==> config.mk <==
export PLATFORM = sky130hd
export DESIGN_NAME = bus_hold_arbiter
export DESIGN_NICKNAME = d
export VERILOG_FILES = /design/src/rtl/bus_arb_pkg.sv /design/src/rtl/bus_hold_arbiter_rr_picker.sv /design/src/rtl/bus_hold_arbiter.sv
export SDC_FILE = /design/constraint.sdc
export NUM_CORES = 1
export LEC_CHECK = 0
export ABC_AREA = 0
export CORE_UTILIZATION = 33
export DETAILED_ROUTE_END_ITERATION = 10
export GPL_TIMING_DRIVEN = 0
export PLACE_DENSITY = 0.53
export SKIP_CTS_REPAIR_TIMING = 1
export SLEW_MARGIN = 20
export SYNTH_ARGS = -nofsm -noshare
export SYNTH_HDL_FRONTEND = slang
export SYNTH_SLANG_ARGS = --single-unit
==> constraint.sdc <==
create_clock -name CORE_CLK -period 2.1 [get_ports CORE_CLK]
set_clock_uncertainty 0.05 [all_clocks]
set_input_delay 0.21 -clock CORE_CLK [delete_from_list [all_inputs] [get_ports CORE_CLK]]
set_output_delay 0.21 -clock CORE_CLK [all_outputs]
set_load 0.03 [all_outputs]
==> src/rtl/bus_arb_pkg.sv <==
// Shared state encoding for the 8088 HOLD/HOLDA bus arbiter.
// Provides the FSM state width and state constants.
package bus_arb_pkg;

  localparam int STATE_W = 3;

  typedef logic [STATE_W-1:0] state_t;

  localparam logic [2:0] ST_IDLE     = 3'd0;
  localparam logic [2:0] ST_HOLD_REQ = 3'd1;
  localparam logic [2:0] ST_GRANTED  = 3'd2;
  localparam logic [2:0] ST_RELEASE  = 3'd3;
  localparam logic [2:0] ST_CPU_SLOT = 3'd4;

endpackage

==> src/rtl/bus_hold_arbiter_rr_picker.sv <==
// Round-robin first-set search: scans req upward from ptr, wrapping at N.
// Ports: req (requests), ptr (start index) -> valid (any set), idx (winner).
module bus_hold_arbiter_rr_picker #(
  parameter  int N  = 3,
  localparam int IW = $clog2(N)
) (
  input  logic [N-1:0]  req,
  input  logic [IW-1:0] ptr,
  output logic          valid,
  output logic [IW-1:0] idx
);

  logic [IW-1:0] j;

  always_comb begin
    valid = 1'b0;
    idx   = '0;
    j     = '0;
    for (int k = 0; k < N; k++) begin
      j = IW'((int'(ptr) + k) % N);
      if (!valid && req[j]) begin
        valid = 1'b1;
        idx   = j;
      end
    end
  end

endmodule

==> src/rtl/bus_hold_arbiter.sv <==
// Shares the 8088 bus between the CPU and NUM_REQ masters via HOLD/HOLDA,
// one round-robin grant at a time with a CPU slot between grants.
// Ports: CORE_CLK, RESET (sync, high), REQ, GNT, HOLD, HOLDA, OWNER, BUSY,
// TIMEOUT. Optional grant-length limit: define BUS_ARB_TIMEOUT_EN.
module bus_hold_arbiter
  import bus_arb_pkg::*;
#(
  parameter  int NUM_REQ         = 3,
  parameter  int CPU_SLOT_CYCLES = 8,
  parameter  int MAX_HOLD_CYCLES = 256,
  parameter  int CNT_W           = 9,
  localparam int IW              = $clog2(NUM_REQ)
) (
  input  logic               CORE_CLK,
  input  logic               RESET,
  input  logic [NUM_REQ-1:0] REQ,
  output logic [NUM_REQ-1:0] GNT,
  output logic               HOLD,
  input  logic               HOLDA,
  output logic [IW-1:0]      OWNER,
  output logic               BUSY,
  output logic               TIMEOUT
);

  if (NUM_REQ < 2 || NUM_REQ > 8 ||
      CPU_SLOT_CYCLES >= 2**CNT_W ||
      MAX_HOLD_CYCLES >= 2**CNT_W ||
      MAX_HOLD_CYCLES < 1) begin : g_cfg_err
    $error("bus_hold_arbiter: bad parameters");
  end

  state_t             state_q, state_d;
  logic [NUM_REQ-1:0] gnt_q, gnt_d;
  logic               hold_q, hold_d;
  logic [IW-1:0]      owner_q, owner_d;
  logic [IW-1:0]      ptr_q, ptr_d;
  logic [CNT_W-1:0]   cnt_q, cnt_d;
  logic               busy_q;

  logic [NUM_REQ-1:0] req_elig;
  logic               pick_vld;
  logic [IW-1:0]      pick_idx;
  logic [IW-1:0]      pick_nxt;
  logic               tmo_hit;

  bus_hold_arbiter_rr_picker #(
    .N (NUM_REQ)
  ) u_pick (
    .req   (req_elig),
    .ptr   (ptr_q),
    .valid (pick_vld),
    .idx   (pick_idx)
  );

  assign pick_nxt = (pick_idx == IW'(NUM_REQ - 1)) ?
                    '0 : pick_idx + 1'b1;

`ifdef BUS_ARB_TIMEOUT_EN
  logic [CNT_W-1:0]   gcnt_q;
  logic [NUM_REQ-1:0] inel_q;
  logic               tmo_q;
  logic               tmo_fire;

  assign tmo_hit  = (state_q == ST_GRANTED) &&
                    (gcnt_q == CNT_W'(MAX_HOLD_CYCLES - 1));
  // A plain release on the same edge wins; no pulse then.
  assign tmo_fire = tmo_hit && HOLDA && REQ[owner_q];
  assign req_elig = REQ & ~inel_q;
  assign TIMEOUT  = tmo_q;

  always_ff @(posedge CORE_CLK) begin
    if (RESET) begin
      gcnt_q <= '0;
      inel_q <= '0;
      tmo_q  <= 1'b0;
    end else begin
      // Zero outside GRANTED, so every grant starts counting from 0.
      gcnt_q <= (state_q == ST_GRANTED) ? gcnt_q + 1'b1 : '0;
      tmo_q  <= tmo_fire;
      // A revoked master stays blocked until it lets REQ go low.
      inel_q <= (inel_q & REQ) |
                (tmo_fire ? NUM_REQ'(1) << owner_q : '0);
    end
  end
`else
  assign tmo_hit  = 1'b0;
  assign req_elig = REQ;
  assign TIMEOUT  = 1'b0;
`endif

  always_comb begin
    state_d = state_q;
    gnt_d   = gnt_q;
    hold_d  = hold_q;
    owner_d = owner_q;
    ptr_d   = ptr_q;
    cnt_d   = cnt_q;
    unique case (state_q)
      ST_IDLE: begin
        if (pick_vld) begin
          owner_d = pick_idx;
          ptr_d   = pick_nxt;
          hold_d  = 1'b1;
          state_d = ST_HOLD_REQ;
        end
      end
      ST_HOLD_REQ: begin
        // The 8088 cannot abort HOLD, so wait for HOLDA either way.
        if (HOLDA) begin
          if (REQ[owner_q]) begin
            gnt_d   = NUM_REQ'(1) << owner_q;
            state_d = ST_GRANTED;
          end else begin
            hold_d  = 1'b0;
            state_d = ST_RELEASE;
          end
        end
      end
      ST_GRANTED: begin
        if (!HOLDA || !REQ[owner_q] || tmo_hit) begin
          gnt_d   = '0;
          hold_d  = 1'b0;
          state_d = ST_RELEASE;
        end
      end
      ST_RELEASE: begin
        if (!HOLDA) begin
          if (CPU_SLOT_CYCLES == 0) begin
            state_d = ST_IDLE;
          end else begin
            cnt_d   = CNT_W'(CPU_SLOT_CYCLES);
            state_d = ST_CPU_SLOT;
          end
        end
      end
      ST_CPU_SLOT: begin
        if (cnt_q <= CNT_W'(1)) begin
          cnt_d   = '0;
          state_d = ST_IDLE;
        end else begin
          cnt_d = cnt_q - 1'b1;
        end
      end
      default: begin
        gnt_d   = '0;
        hold_d  = 1'b0;
        state_d = ST_IDLE;
      end
    endcase
  end

  always_ff @(posedge CORE_CLK) begin
    if (RESET) begin
      state_q <= ST_IDLE;
      gnt_q   <= '0;
      hold_q  <= 1'b0;
      owner_q <= '0;
      ptr_q   <= '0;
      cnt_q   <= '0;
      busy_q  <= 1'b0;
    end else begin
      state_q <= state_d;
      gnt_q   <= gnt_d;
      hold_q  <= hold_d;
      owner_q <= owner_d;
      ptr_q   <= ptr_d;
      cnt_q   <= cnt_d;
      busy_q  <= (state_d != ST_IDLE);
    end
  end

  assign GNT   = gnt_q;
  assign HOLD  = hold_q;
  assign OWNER = owner_q;
  assign BUSY  = busy_q;

endmodule

# After elaboration in Yosys (flattened, before gate mapping)
# Cells that the tools add are included.
# Widths: inputs -> output; s select.
# classes
eq_ne,11
n_reduce_logical,16
muxes,34
div_mod_pow,3
n_lt_le_gt_ge,5
n_shift,1
bitwise,2
n_addsub,4
# op_table
operator,n
$mod 32x3->32 const B,2
$mod 3x3->32 const B,1
$mux 3,8
$mux 9,2
$pmux 9 s2,1
$pmux 3 s5,1
$lt 2x3->1 const B,4
$mux 1,12
$ne 2x2->1 const B,6
$le 9x1->1 const B,1
$pmux 3 s3,1
$sub 9x1->9 const B,1
$bmux 1 s2,4
$mux 2,4
$eq 3x2->1 const B,2
$reduce_and 5->1,1
$logic_not 1->1,4
$pmux 1 s4,1
$reduce_and 2->1,2
$reduce_and 4->1,1
$add 2x1->3 const B,1
$add 2x2->3 const B,1
$eq 3x1->1 const B,1
$eq 3x3->1 const B,1
other kinds (11),13
# totals
out_inout_bits,8
reg_bits,21
input_bits,6

# Depth between registers and ports, before layout
# depth
depth_word,13
depth_mapped,8
mapped_depth_nobuf,7

# Cells and area by module
# Synthesis repeated with hierarchy kept, for this count alone.
# unflattened
cells_unflattened,166
area_unflattened_um2,1391.3
# modules_own_cells
mod,cells_per_inst,area_each_um2,n_inst
bus_hold_arbiter,134,1139.8,1
bus_hold_arbiter_rr_picker,32,251.5,1

# Worst setup path after synthesis
# Ideal clock, no wire load.
# synth_timing
path_kind,flip-flop to flip-flop
startpoint,reg ptr_q[0]
endpoint,reg ptr_q[0]
path_buffers,1
stages_incl_launch_ff,9
required_ns,1.984
setup_slack_ns,0.096
t_arrival_ns,1.888
synth_period_minus_slack_ns,2.004
path_cell_list,dfxtp_1 > inv_1 > ha_1 > buf_4 > and2b_2 > a31oi_1 > or4_4 > a211o_1 > a21oi_2
# synth_via
elab_chain_len,12
elab_cells_between_ends,25
cone_classes,add/sub (3); div (3); eq/ne (1); mux (13); reduce/logical (5)
# synth_lines
element,line,rtl
start: declaration,bus_hold_arbiter.sv:36,"logic [IW-1:0] ptr_q, ptr_d;"
start signal: assignment,bus_hold_arbiter.sv:166,ptr_q <= ptr_d;
branches (longest 12 deep; another with $mod 32x3->32),n/a,
# Parallel ways; which one is timed is not known. The select of a mux whose other input is x is not followed.
# A chain may end at the register's enable or synchronous reset.

# Final worst setup path
# layout_timing
startpoint,reg ptr_q[1]
endpoint,reg ptr_q[0]
# The elaborated chain is that of the path after synthesis.

==> results.cfg <==
[run_status]
outcome = finished, final reports clean

[setup_path]
startpoint = ptr_q[1]
cp.arrival_ps = 2160
critPathCaptureType = flip-flop
cp_max_fo = 4
start_kind = flip-flop
crit_required_ps = 2240
r2r-start = ptr_q[1]
critPathKind = flip-flop to flip-flop

[layout]
fin_util_pct = 43.8
drive_gt1_share_pct = 15.9
area_growth_pct = 23.6
antenna_cells = 0
final_nets = 195
stdcell_count = 230

[logic_synthesis]
synth_top_family_by_area = simple AND/OR/NAND/NOR gates
synth_xor_area_share_pct = 0
ys_warn_count = 0
synthAdderAreaFrac_pct = 5.62
synth-seq-cells = 21
synthArstFlopShare_pct = 0
ys_seq_area_share_pct = 31.5
synth_cell_types = 48
synth_edf_count = 0
netlist_area_sq_um = 1340
synth_nets = 175
synth-simple-area-share_pct = 26.3
syn_inst = 163
synth.avg_cell_area_sq_um = 8.20
synth_compound_area_share_pct = 24.4
synth_flop_cell = dfxtp_1
synthMuxAreaShare_pct = 6.74

[global_route]
grtUsageTotal_pct = 14.9
grt_pass1_wl_microns = 5030
grt_max_degree = 13
grt_overflow = 0
antenna_found_initial = 0
grt_pass1_vias = 1147

[detailed_routing]
drt-wirelength-per-cell_microns = 13.1
postRouteAntennaNets = 0
via_per_inst = 5.39
wirelength_microns = 3020
drcViolationCount = 0
vias = 1239
drt_first_pass_iters = 4
drtIter0Drc = 93

[pwr]
power.density_nw_per_um2 = 1010
p_leak_nw = 0.568
ir_drop_mv = 0.468

[sta]
drv_slew = 0
final.setup.worst_slack_ps = 85.7
period_minus_slack_ps = 2010
hold_viol = 0
relSlewSlack_pct = 64.9
post-route-period-util_pct = 95.9
setup_violations = 0
fmax_mhz = 496
tns_ps = 0
rsz0062_at_grt = yes
worst_pin_slew_ps = 520

[floorplan]
dieWidth_microns = 65.6
rows = 22
io_pins = 14
die_y_microns = 65.6
core-area_sq_um = 3770
die-area_sq_um = 4310
start_util_pct = 35.4

[hold_path]
hold_start = HOLDA
hp-class = input pin to flip-flop

[place]
dp_slack_ps = -139
portBuffers = 11
place_hpwl_microns = 2170
place.gp.congestion = 0.775
placedCellCount = 222

[clocking]
clock_sinks = 21
tritoncts = built
clkTransAtPathRegs_ps = 80
clk_path_buf_depth = 2
cts_max_level = 1
clk_latency_ps = 260
cts_root_buf = clkbuf_8
cts_made_buffers = 3

[job]
cap_violations = 0
## per-stage QoR
| step | hold slack [ps] | area [sq um] | total power, mW |
|---|---|---|---|
| 2_1_floorplan | 362 | 1340 | 1.08 |
| 3_3_place_gp | 412 | 1510 | 1.25 |
| 3_5_place_dp | 415 | 1510 | 1.26 |
| 4_1_cts | 307 | 1550 | 1.53 |
| 5_1_grt | 356 | 1650 | 1.77 |
| 6_report | 330 | 1650 | 1.67 |
## state kept, by name, summed over array words and instances (netlist names)
name / flops
ptr_q: 2
cnt_q: 9
OWNER: 2
GNT: 3
state_q: 3
BUSY: 1
HOLD: 1
## cell families (layout without fill, tap and decap cells)
family,count (synthesis),count (layout)
flip-flops,21,21
AND/OR/NAND/NOR,65,65
multiplexers,9,9
AO/OA/AOI/OAI,48,48
buffers and inverters,13,32
adder cells (fa/ha/maj),6,6
other,1,1
## final timing paths
| check | to | slack (ps) | cells after the start |
|---|---|---|---|
| min reg2reg | GNT[1] | 430 | 2 |
| max reg2reg | ptr_q[0] | 90 | 7 |
| max | ptr_q[0] | 90 | 7 |
| min | state_q[1] | 330 | 3 |
## power breakdown
group	internal [mW]	switching, mW
registers	0.464	0.0487
clock network	0.132	0.136
logic	0.435	0.454
## metal layers
| layer | vias up | global-route usage [%] | share of wire, % |
|---|---|---|---|
| li1 | 630 | - | - |
| met1 | 586 | 17.9 | 46 |
| met2 | 23 | 26.3 | 50 |
| met3 | 0 | 4.34 | 4.0 |
| met4 | 0 | 2.45 | 0 |
| met5 | - | 0 | 0 |
## final cells by class
cell class                 count  area, sq um
timing repair buffer          15          140
sequential                    21          425
clock inverter                 1         5.00
inverter                       4         15.0
fill                         376         2120
clock buffer                   3         41.3
buffer                         9         57.6
multi-input combinational    129          907
tap                           48         60.1
## worst max-delay path: stages, from the launching register on
cell and delay [ps]:
dfxtp_2 360, inv_2 90, ha_4 160, mux2i_4 270, o22ai_4 110, or4_4 530
a211o_1 280, a21oi_2 100
## cells in the final DEF, fill, tap and decap left out, drive strengths merged, types with 4 or more instances in the layout
cell	count
nand2b	6
inv	4
buf	8
nand2	11
ha	6
clkdlybuf4s50	11
o21ai	8
a21oi	15
mux2i	9
clkbuf	8
nor2	19
dfxtp	21
nor3	6
## synthesized netlist by cell type (3+ instances only)
master	n	share of area [%]
nand3_1	3	1.1
a21oi_1	14	5.2
nor3_1	6	2.2
a211oi_1	3	1.7
nor4b_1	3	2.0
a31oi_1	3	1.4
nand2_1	11	3.1
clkbuf_1	4	1.1
o21ai_1	6	2.2
ha_1	6	5.6
nand2b_1	6	2.8
inv_1	4	1.1
nor2b_1	3	1.4
nor2_1	19	5.3
nand3b_1	3	1.7
mux2i_1	9	6.7
dfxtp_1	21	31
Note: power is estimated with default switching activity, not from simulation.
